## src/rtl/tft_pkg.sv

```systemverilog
// rtl/tft_pkg.sv - shared command codes, widths and decoder state type for the TFT SPI receiver
package tft_pkg;

    localparam logic [7:0] CMD_CASET = 8'h2A;
    localparam logic [7:0] CMD_PASET = 8'h2B;
    localparam logic [7:0] CMD_RAMWR = 8'h2C;

    localparam int RGB565_W = 16;
    localparam int PANEL_W  = 240;
    localparam int PANEL_H  = 320;
    localparam int ADDR_W   = 16;
    localparam int COORD_W  = 9;

    typedef enum logic [2:0] {
        ST_IDLE,
        ST_CASET_P,
        ST_PASET_P,
        ST_RAMWR_HI,
        ST_RAMWR_LO
    } dec_state_t;

endpackage

```

## src/rtl/tft_spi_receiver_if.sv

```systemverilog
// rtl/tft_spi_receiver_if.sv - SPI pins and decoded byte/pixel outputs of the TFT SPI receiver
interface tft_spi_receiver_if;
    import tft_pkg::*;

    logic                spi_sclk;
    logic                spi_mosi;
    logic                spi_dc;
    logic                spi_cs;

    logic [7:0]          byte_data;
    logic                byte_dc;
    logic                byte_valid;
    logic                ramwr_active;
    logic                pixel_valid;
    logic [COORD_W-1:0]  pixel_x;
    logic [COORD_W-1:0]  pixel_y;
    logic [RGB565_W-1:0] pixel_color;

    modport master (
        output spi_sclk, spi_mosi, spi_dc, spi_cs,
        input  byte_data, byte_dc, byte_valid, ramwr_active,
        input  pixel_valid, pixel_x, pixel_y, pixel_color
    );

    modport slave (
        input  spi_sclk, spi_mosi, spi_dc, spi_cs,
        output byte_data, byte_dc, byte_valid, ramwr_active,
        output pixel_valid, pixel_x, pixel_y, pixel_color
    );

endinterface

```

## src/rtl/spi_byte_rx.sv

```systemverilog
// rtl/spi_byte_rx.sv - SPI mode-0 byte deserializer; TFT_RX_SYNC_EN adds 2-flop input synchronizers
module spi_byte_rx (
    input  logic       clk,
    input  logic       rst,
    input  logic       spi_sclk,
    input  logic       spi_mosi,
    input  logic       spi_dc,
    input  logic       spi_cs,
    output logic [7:0] byte_data,
    output logic       byte_dc,
    output logic       byte_valid
);

    logic sclk_in;
    logic mosi_in;
    logic dc_in;
    logic cs_in;

`ifdef TFT_RX_SYNC_EN
    logic [1:0] sclk_sync;
    logic [1:0] mosi_sync;
    logic [1:0] dc_sync;
    logic [1:0] cs_sync;

    // Two-flop synchronizers; all four pins share the same delay so data stays aligned with sclk.
    always_ff @(posedge clk) begin
        if (!rst) begin
            sclk_sync <= 2'b00;
            mosi_sync <= 2'b00;
            dc_sync   <= 2'b00;
            cs_sync   <= 2'b11;
        end else begin
            sclk_sync <= {sclk_sync[0], spi_sclk};
            mosi_sync <= {mosi_sync[0], spi_mosi};
            dc_sync   <= {dc_sync[0], spi_dc};
            cs_sync   <= {cs_sync[0], spi_cs};
        end
    end

    assign sclk_in = sclk_sync[1];
    assign mosi_in = mosi_sync[1];
    assign dc_in   = dc_sync[1];
    assign cs_in   = cs_sync[1];
`else
    assign sclk_in = spi_sclk;
    assign mosi_in = spi_mosi;
    assign dc_in   = spi_dc;
    assign cs_in   = spi_cs;
`endif

    logic sclk_d;
    logic sclk_dd;
    logic mosi_d;
    logic dc_d;
    logic cs_d;
    logic sclk_rise;

    // Edge-detect stage; mosi/dc/cs are registered alongside so they line up with the detected rise.
    always_ff @(posedge clk) begin
        if (!rst) begin
            sclk_d  <= 1'b0;
            sclk_dd <= 1'b0;
            mosi_d  <= 1'b0;
            dc_d    <= 1'b0;
            cs_d    <= 1'b1;
        end else begin
            sclk_d  <= sclk_in;
            sclk_dd <= sclk_d;
            mosi_d  <= mosi_in;
            dc_d    <= dc_in;
            cs_d    <= cs_in;
        end
    end

    assign sclk_rise = sclk_d & ~sclk_dd;

    logic [2:0] bit_cnt;
    logic [6:0] shift_reg;

    // Shift in bits MSB first; the 8th rise publishes the byte with the dc seen on bit 0.
    always_ff @(posedge clk) begin
        if (!rst) begin
            bit_cnt    <= 3'd0;
            shift_reg  <= 7'd0;
            byte_data  <= 8'd0;
            byte_dc    <= 1'b0;
            byte_valid <= 1'b0;
        end else begin
            byte_valid <= 1'b0;
            if (cs_d) begin
                bit_cnt <= 3'd0;
            end else if (sclk_rise) begin
                shift_reg <= {shift_reg[5:0], mosi_d};
                if (bit_cnt == 3'd7) begin
                    bit_cnt    <= 3'd0;
                    byte_data  <= {shift_reg, mosi_d};
                    byte_dc    <= dc_d;
                    byte_valid <= 1'b1;
                end else begin
                    bit_cnt <= bit_cnt + 3'd1;
                end
            end
        end
    end

endmodule

```

## src/rtl/tft_spi_receiver.sv

```systemverilog
// rtl/tft_spi_receiver.sv - TFT SPI panel model: CASET/PASET/RAMWR decode into RGB565 pixel writes; option TFT_RX_SYNC_EN
module tft_spi_receiver
    import tft_pkg::*;
#(
    parameter logic [ADDR_W-1:0] X_END_DEFAULT = 16'd239,
    parameter logic [ADDR_W-1:0] Y_END_DEFAULT = 16'd319
) (
    input logic               clk,
    input logic               rst,
    tft_spi_receiver_if.slave bus
);

    logic [7:0] rx_data;
    logic       rx_dc;
    logic       rx_valid;

    spi_byte_rx u_byte_rx (
        .clk        (clk),
        .rst        (rst),
        .spi_sclk   (bus.spi_sclk),
        .spi_mosi   (bus.spi_mosi),
        .spi_dc     (bus.spi_dc),
        .spi_cs     (bus.spi_cs),
        .byte_data  (rx_data),
        .byte_dc    (rx_dc),
        .byte_valid (rx_valid)
    );

    dec_state_t          state, state_n;
    logic [1:0]          param_idx, param_idx_n;
    logic [ADDR_W-1:0]   x_start, x_start_n, x_end, x_end_n;
    logic [ADDR_W-1:0]   y_start, y_start_n, y_end, y_end_n;
    logic [ADDR_W-1:0]   cur_x, cur_x_n, cur_y, cur_y_n;
    logic [7:0]          hi_byte, hi_byte_n;
    logic                pix_valid, pix_valid_n;
    logic [COORD_W-1:0]  pix_x, pix_x_n, pix_y, pix_y_n;
    logic [RGB565_W-1:0] pix_color, pix_color_n;

    // Decoder state, window registers, write pointer and pixel output registers.
    always_ff @(posedge clk) begin
        if (!rst) begin
            state     <= ST_IDLE;
            param_idx <= 2'd0;
            x_start   <= '0;
            x_end     <= X_END_DEFAULT;
            y_start   <= '0;
            y_end     <= Y_END_DEFAULT;
            cur_x     <= '0;
            cur_y     <= '0;
            hi_byte   <= 8'd0;
            pix_valid <= 1'b0;
            pix_x     <= '0;
            pix_y     <= '0;
            pix_color <= '0;
        end else begin
            state     <= state_n;
            param_idx <= param_idx_n;
            x_start   <= x_start_n;
            x_end     <= x_end_n;
            y_start   <= y_start_n;
            y_end     <= y_end_n;
            cur_x     <= cur_x_n;
            cur_y     <= cur_y_n;
            hi_byte   <= hi_byte_n;
            pix_valid <= pix_valid_n;
            pix_x     <= pix_x_n;
            pix_y     <= pix_y_n;
            pix_color <= pix_color_n;
        end
    end

    // Command/parameter decode per received byte and raster-order pointer advance after each pixel.
    always_comb begin
        state_n     = state;
        param_idx_n = param_idx;
        x_start_n   = x_start;
        x_end_n     = x_end;
        y_start_n   = y_start;
        y_end_n     = y_end;
        cur_x_n     = cur_x;
        cur_y_n     = cur_y;
        hi_byte_n   = hi_byte;
        pix_valid_n = 1'b0;
        pix_x_n     = pix_x;
        pix_y_n     = pix_y;
        pix_color_n = pix_color;

        if (rx_valid) begin
            if (!rx_dc) begin
                // A command always restarts decoding; a half-received pixel is simply abandoned.
                param_idx_n = 2'd0;
                case (rx_data)
                    CMD_CASET: state_n = ST_CASET_P;
                    CMD_PASET: state_n = ST_PASET_P;
                    CMD_RAMWR: begin
                        state_n = ST_RAMWR_HI;
                        cur_x_n = x_start;
                        cur_y_n = y_start;
                    end
                    default:   state_n = ST_IDLE;
                endcase
            end else begin
                case (state)
                    ST_CASET_P: begin
                        case (param_idx)
                            2'd0: x_start_n[15:8] = rx_data;
                            2'd1: x_start_n[7:0]  = rx_data;
                            2'd2: x_end_n[15:8]   = rx_data;
                            default: x_end_n[7:0] = rx_data;
                        endcase
                        param_idx_n = param_idx + 2'd1;
                        if (param_idx == 2'd3) state_n = ST_IDLE;
                    end
                    ST_PASET_P: begin
                        case (param_idx)
                            2'd0: y_start_n[15:8] = rx_data;
                            2'd1: y_start_n[7:0]  = rx_data;
                            2'd2: y_end_n[15:8]   = rx_data;
                            default: y_end_n[7:0] = rx_data;
                        endcase
                        param_idx_n = param_idx + 2'd1;
                        if (param_idx == 2'd3) state_n = ST_IDLE;
                    end
                    ST_RAMWR_HI: begin
                        hi_byte_n = rx_data;
                        state_n   = ST_RAMWR_LO;
                    end
                    ST_RAMWR_LO: begin
                        pix_valid_n = 1'b1;
                        pix_x_n     = cur_x[COORD_W-1:0];
                        pix_y_n     = cur_y[COORD_W-1:0];
                        pix_color_n = {hi_byte, rx_data};
                        state_n     = ST_RAMWR_HI;
                        // Wrap compares are exact 16-bit equality so start > end walks through 0xFFFF.
                        if (cur_x == x_end) begin
                            cur_x_n = x_start;
                            if (cur_y == y_end) cur_y_n = y_start;
                            else                cur_y_n = cur_y + 16'd1;
                        end else begin
                            cur_x_n = cur_x + 16'd1;
                        end
                    end
                    default: ;
                endcase
            end
        end
    end

    assign bus.byte_data    = rx_data;
    assign bus.byte_dc      = rx_dc;
    assign bus.byte_valid   = rx_valid;
    assign bus.ramwr_active = (state == ST_RAMWR_HI) || (state == ST_RAMWR_LO);
    assign bus.pixel_valid  = pix_valid;
    assign bus.pixel_x      = pix_x;
    assign bus.pixel_y      = pix_y;
    assign bus.pixel_color  = pix_color;

endmodule

```

## src/flat_wrapper.sv

```systemverilog
// flat-port wrapper written by rule: the top's interface ports become plain ports
module tft_spi_receiver_flat import tft_pkg::*;
#(
    parameter logic [ADDR_W-1:0] X_END_DEFAULT = 16'd239,
    parameter logic [ADDR_W-1:0] Y_END_DEFAULT = 16'd319
)
  (clk, rst, bus_spi_sclk, bus_spi_mosi, bus_spi_dc, bus_spi_cs, bus_byte_data, bus_byte_dc, bus_byte_valid, bus_ramwr_active, bus_pixel_valid, bus_pixel_x, bus_pixel_y, bus_pixel_color);
  tft_spi_receiver_if bus_i ();
  input logic clk;
  input logic rst;
  input wire logic [$bits(bus_i.spi_sclk)-1:0] bus_spi_sclk;
  input wire logic [$bits(bus_i.spi_mosi)-1:0] bus_spi_mosi;
  input wire logic [$bits(bus_i.spi_dc)-1:0] bus_spi_dc;
  input wire logic [$bits(bus_i.spi_cs)-1:0] bus_spi_cs;
  output wire logic [$bits(bus_i.byte_data)-1:0] bus_byte_data;
  output wire logic [$bits(bus_i.byte_dc)-1:0] bus_byte_dc;
  output wire logic [$bits(bus_i.byte_valid)-1:0] bus_byte_valid;
  output wire logic [$bits(bus_i.ramwr_active)-1:0] bus_ramwr_active;
  output wire logic [$bits(bus_i.pixel_valid)-1:0] bus_pixel_valid;
  output wire logic [$bits(bus_i.pixel_x)-1:0] bus_pixel_x;
  output wire logic [$bits(bus_i.pixel_y)-1:0] bus_pixel_y;
  output wire logic [$bits(bus_i.pixel_color)-1:0] bus_pixel_color;
  assign bus_i.spi_sclk = bus_spi_sclk;
  assign bus_i.spi_mosi = bus_spi_mosi;
  assign bus_i.spi_dc = bus_spi_dc;
  assign bus_i.spi_cs = bus_spi_cs;
  assign bus_byte_data = bus_i.byte_data;
  assign bus_byte_dc = bus_i.byte_dc;
  assign bus_byte_valid = bus_i.byte_valid;
  assign bus_ramwr_active = bus_i.ramwr_active;
  assign bus_pixel_valid = bus_i.pixel_valid;
  assign bus_pixel_x = bus_i.pixel_x;
  assign bus_pixel_y = bus_i.pixel_y;
  assign bus_pixel_color = bus_i.pixel_color;
  tft_spi_receiver #(.X_END_DEFAULT(X_END_DEFAULT), .Y_END_DEFAULT(Y_END_DEFAULT)) u_core (.clk(clk), .rst(rst), .bus(bus_i));
endmodule
```

## config.mk

```make
export PLATFORM = sky130hd
export DESIGN_NAME = tft_spi_receiver_flat
export DESIGN_NICKNAME = d
export VERILOG_FILES = /design/src/rtl/tft_pkg.sv /design/src/rtl/tft_spi_receiver_if.sv /design/src/rtl/spi_byte_rx.sv /design/src/rtl/tft_spi_receiver.sv /design/src/flat_wrapper.sv
export SDC_FILE = /design/constraint.sdc
export NUM_CORES = 1
export LEC_CHECK = 0
export CAP_MARGIN = 20
export CELL_PAD_IN_SITES_DETAIL_PLACEMENT = 0
export CELL_PAD_IN_SITES_GLOBAL_PLACEMENT = 1
export CORE_UTILIZATION = 46
export CTS_BUF_LIST = sky130_fd_sc_hd__clkbuf_2
export DETAILED_ROUTE_END_ITERATION = 6
export DONT_BUFFER_PORTS = 1
export MAX_ROUTING_LAYER = met4
export PLACE_DENSITY_LB_ADDON = 0.2
export REMOVE_ABC_BUFFERS = 1
export SLEW_MARGIN = 25
export SYNTH_ARGS = -nofsm -noshare
export SYNTH_HDL_FRONTEND = slang
export SYNTH_SLANG_ARGS = --single-unit
```

## constraint.sdc

```tcl
create_clock -name clk -period 2.1 [get_ports clk]
set_clock_uncertainty 0.1 [all_clocks]
set_input_delay 0.42 -clock clk [delete_from_list [all_inputs] [get_ports clk]]
set_output_delay 0.42 -clock clk [all_outputs]
set_load 0.05 [all_outputs]
```

==> results.md <==
- Outcome: complete, but fails checks
- Failing checks: negative setup slack
- Internal cell power: 4.39 mW
- Root buf cell: clkbuf_2
- Slowest CP cell: or3b_4
- CP required: 1.58 ns
- Initial antenna violation count: 2
- Nets: 943
- Top-level port count: 52
- Pre-CTS setup slack: 0.00107 ns
- Largest net degree at the start of global routing: 58
- HPWL after detailed placement: 13700 µm
- First-pass GRT wire length: 31700 µm
- Fmax: 421 MHz
- Maximum single-stage delay on the critical path: 0.39 ns
- Synthesized flop and latch total: 169
- Clock share of power: 40.8%
- Ys flop type: dfxtp_1
- Drt initial violations: 419
- Mapped Cells: 868
- Final setup viols: 1
- Distinct cells, synth: 55
- Drt total wl: 20500 µm
- Top cell type's share of synthesized area: 44.2%
- Area delta synth->final: 19.5%
- Die Y: 131 µm
- Met1 Track Usage GR: 32.4%
- Combinational Power Share: 1.7%
- Max Root-Sink Buffers: 2
- CTS tree: built
- Peak VDD IR: 0.463 mV
- Crit-path max FO: 2
- Tmin final: 2.37 ns
- Critical path launch point type: flip-flop
- DIE AREA: 17100 µm²
- Post-synth ARST share: 0%
- Grt ovf: 0
- Top Family by Delay on Critical Path: simple AND/OR/NAND/NOR gates
- Core region area: 16100 µm²
- Drt pass-1 iters: 5
- DRT antenna net count: 0
- Via Count: 6447
- Synthesized area: 7650 µm²
- Critical Path End Type: output port
- CTS H-tree lvls: 4
- Final period util: 113%
- Vias in the first global route: 6046
- Final hold violations: 0
- Register area share after synthesis: 44.2%
- RSZ-0062 raised after global routing: true
- Hold Path Class: input pin to flip-flop
- Syn Area/Cell: 8.81 µm²
- # rows: 46
- Effective utilization at floorplan: 47.6%
- Synth area leaders: dfxtp_1 (44%), mux2i_1 (13%), nand2_1 (7.7%)
- Avg WL per Cell: 17.7 µm
- Flop pwr share: 57.5%
- Vias per std cell: 5.56
- CTS Buf Count: 17
- Max cap viols: 0
- Pwr Density: 612 nW/µm²
- NetSw: 1.21 mW
- Leak: 3.06 nW
- GR Util met3: 4.89%
- EDFF count, synth: 0
- Fin util: 56.9%
- Worst-path clk slew: 0.24 ns
- Clock Sinks: 169
- Switching Fraction: 21.6%
- All-Layer GR Usage: 25.3%
- Crit path kind: flip-flop to output port
- Max-slew violations: 0
- Rel. slew slack: 64.5%
- Top Usage Layer GRT: met2
- Largest area contributor in the netlist: dfxtp_1
- Grt met2 use: 40.8%
- Slew @ Worst Pin: 0.532 ns
- Synth warn: 0
- Die Width: 131 µm
- Buf/Inv on CP: 2
- Placer Congestion: 0.904
- IO Port Bufs: 0
- Critical path arrival: 1.85 ns
- Worst path cell trace: buf_6, or3b_4, nand2_2, buf_8
- Drt drc: 0
- Fraction of layout cells with a size suffix above 1: 22.2%
- Clk Latency, worst-skew pair: 0.75 ns
- Setup ws final: -0.275 ns
[per-layer routing]
metal	vias to the layer above	routed length (µm)
met5	-	0
met4	0	248
met3	23	1070
met2	180	9760
met1	3121	9460
li1	3123	-
[kinds of logic (layout without fill, tap and decap cells)]
kind of cell	after synthesis	after routing	synth area share [%]
AOI/OAI and AO/OA	143	143	12.5
xor gates and xnor gates	32	32	3.66
adders and majority gates	9	9	1.47
buffers and inverters	72	145	4.27
DFF	169	169	44.2
muxes	98	98	12.9
other	0	2	0
and+or+nand+nor	345	345	21.0
[stage by stage]
| stage | cells | area, µm² | hold WS [ns] | power (mW) | TNS [ns] |
|---|---|---|---|---|---|
| floorplan | 803 | 7350 | 0.317 | 3.32 | -44.88 |
| global placement | 1097 | 8280 | 0.339 | 3.35 | 0 |
| detailed placement | 1097 | 8280 | 0.347 | 3.35 | 0 |
| CTS | 1139 | 8770 | 0.131 | 5.64 | -0.321 |
| global route | 1159 | 9140 | 0.125 | 5.78 | -0.535 |
| finish | 1159 | 9140 | 0.193 | 5.60 | -0.275 |
[worst paths after layout]
kind	start	to	slack (ns)	depth (start not counted)
setup / recovery	u_core.state[0]	bus_ramwr_active	-0.27	4
hold reg to reg	u_core.hi_byte[6]	u_core.bus.pixel_color[14]	0.37	2
hold / removal	bus_spi_cs	u_core.u_byte_rx.cs_d	0.19	2
setup reg to reg	u_core.cur_x[5]	u_core.cur_y[2]	0.01	8
[cell usage after synthesis (8+ instances only)]
master / number
dfxtp_1: 169
nand2_1: 156
mux2i_1: 96
nor2_1: 81
a21oi_1: 60
clkbuf_1: 40
xnor2_1: 32
nand3_1: 27
buf_2: 18
o22ai_1: 17
nand4_1: 14
and2_1: 12
o21ai_0: 12
a211oi_2: 11
a31oi_1: 10
ha_1: 9
nor2_4: 8
nor3_1: 8
[cell usage in the layout, fill, tap and decap left out, types with 4 or more instances in the layout]
master / n
ha_1: 9
nand2_1: 155
buf_12: 10
o211ai_1: 5
inv_1: 6
nand4b_1: 4
nor2_4: 8
a31oi_1: 10
o22ai_1: 16
a21oi_1: 58
and3_1: 5
dfxtp_2: 20
nand4_1: 14
a211oi_1: 4
dfxtp_1: 146
xnor2_1: 23
o21ai_0: 12
dlygate4sd3_1: 5
buf_6: 11
mux2i_1: 96
a211oi_2: 11
buf_4: 79
nor3_1: 8
bufinv_16: 7
clkbuf_2: 19
nand3_1: 24
clkinv_2: 4
nor2_1: 80
xnor2_2: 9
and2_1: 12
[power by group through the flow]
stage	combinational, mW	clock (mW)	sequential [mW]
2_1_floorplan	0.0358	0	3.28
3_3_place_gp	0.0628	0	3.29
3_5_place_dp	0.0644	0	3.29
4_1_cts	0.0917	2.32	3.23
5_1_grt	0.101	2.45	3.22
6_report	0.0927	2.28	3.22
[repair_timing]
action                                  CTS  global route
gates cloned                              0             1
hold buffers                              6             0
endpoints found under the hold margin    58             0
buffers inserted                          4            17
gates resized for setup                  15            53
pin swaps                                 4            20
endpoints found under the setup margin    5            58
[cell type report]
| cell class | instances | area (µm²) |
|---|---|---|
| tap | 216 | 270 |
| antenna | 2 | 5.00 |
| sequential | 169 | 3420 |
| clock inverter | 13 | 249 |
| inverter | 7 | 27.5 |
| multi-input combinational | 627 | 4100 |
| timing repair buffer | 106 | 982 |
| fill | 1427 | 6910 |
| clock buffer | 19 | 95.1 |
[worst register-to-register path, delay by kind of cell (launching register included)]
family	cells	cell delay, ns
XOR/XNOR	1	0.18
buffers and inverters	3	0.57
flip-flops	1	0.39
AO/OA/AOI/OAI	2	0.48
AND/OR/NAND/NOR	2	0.29
No activity file was read; power rests on OpenSTA's default activity.
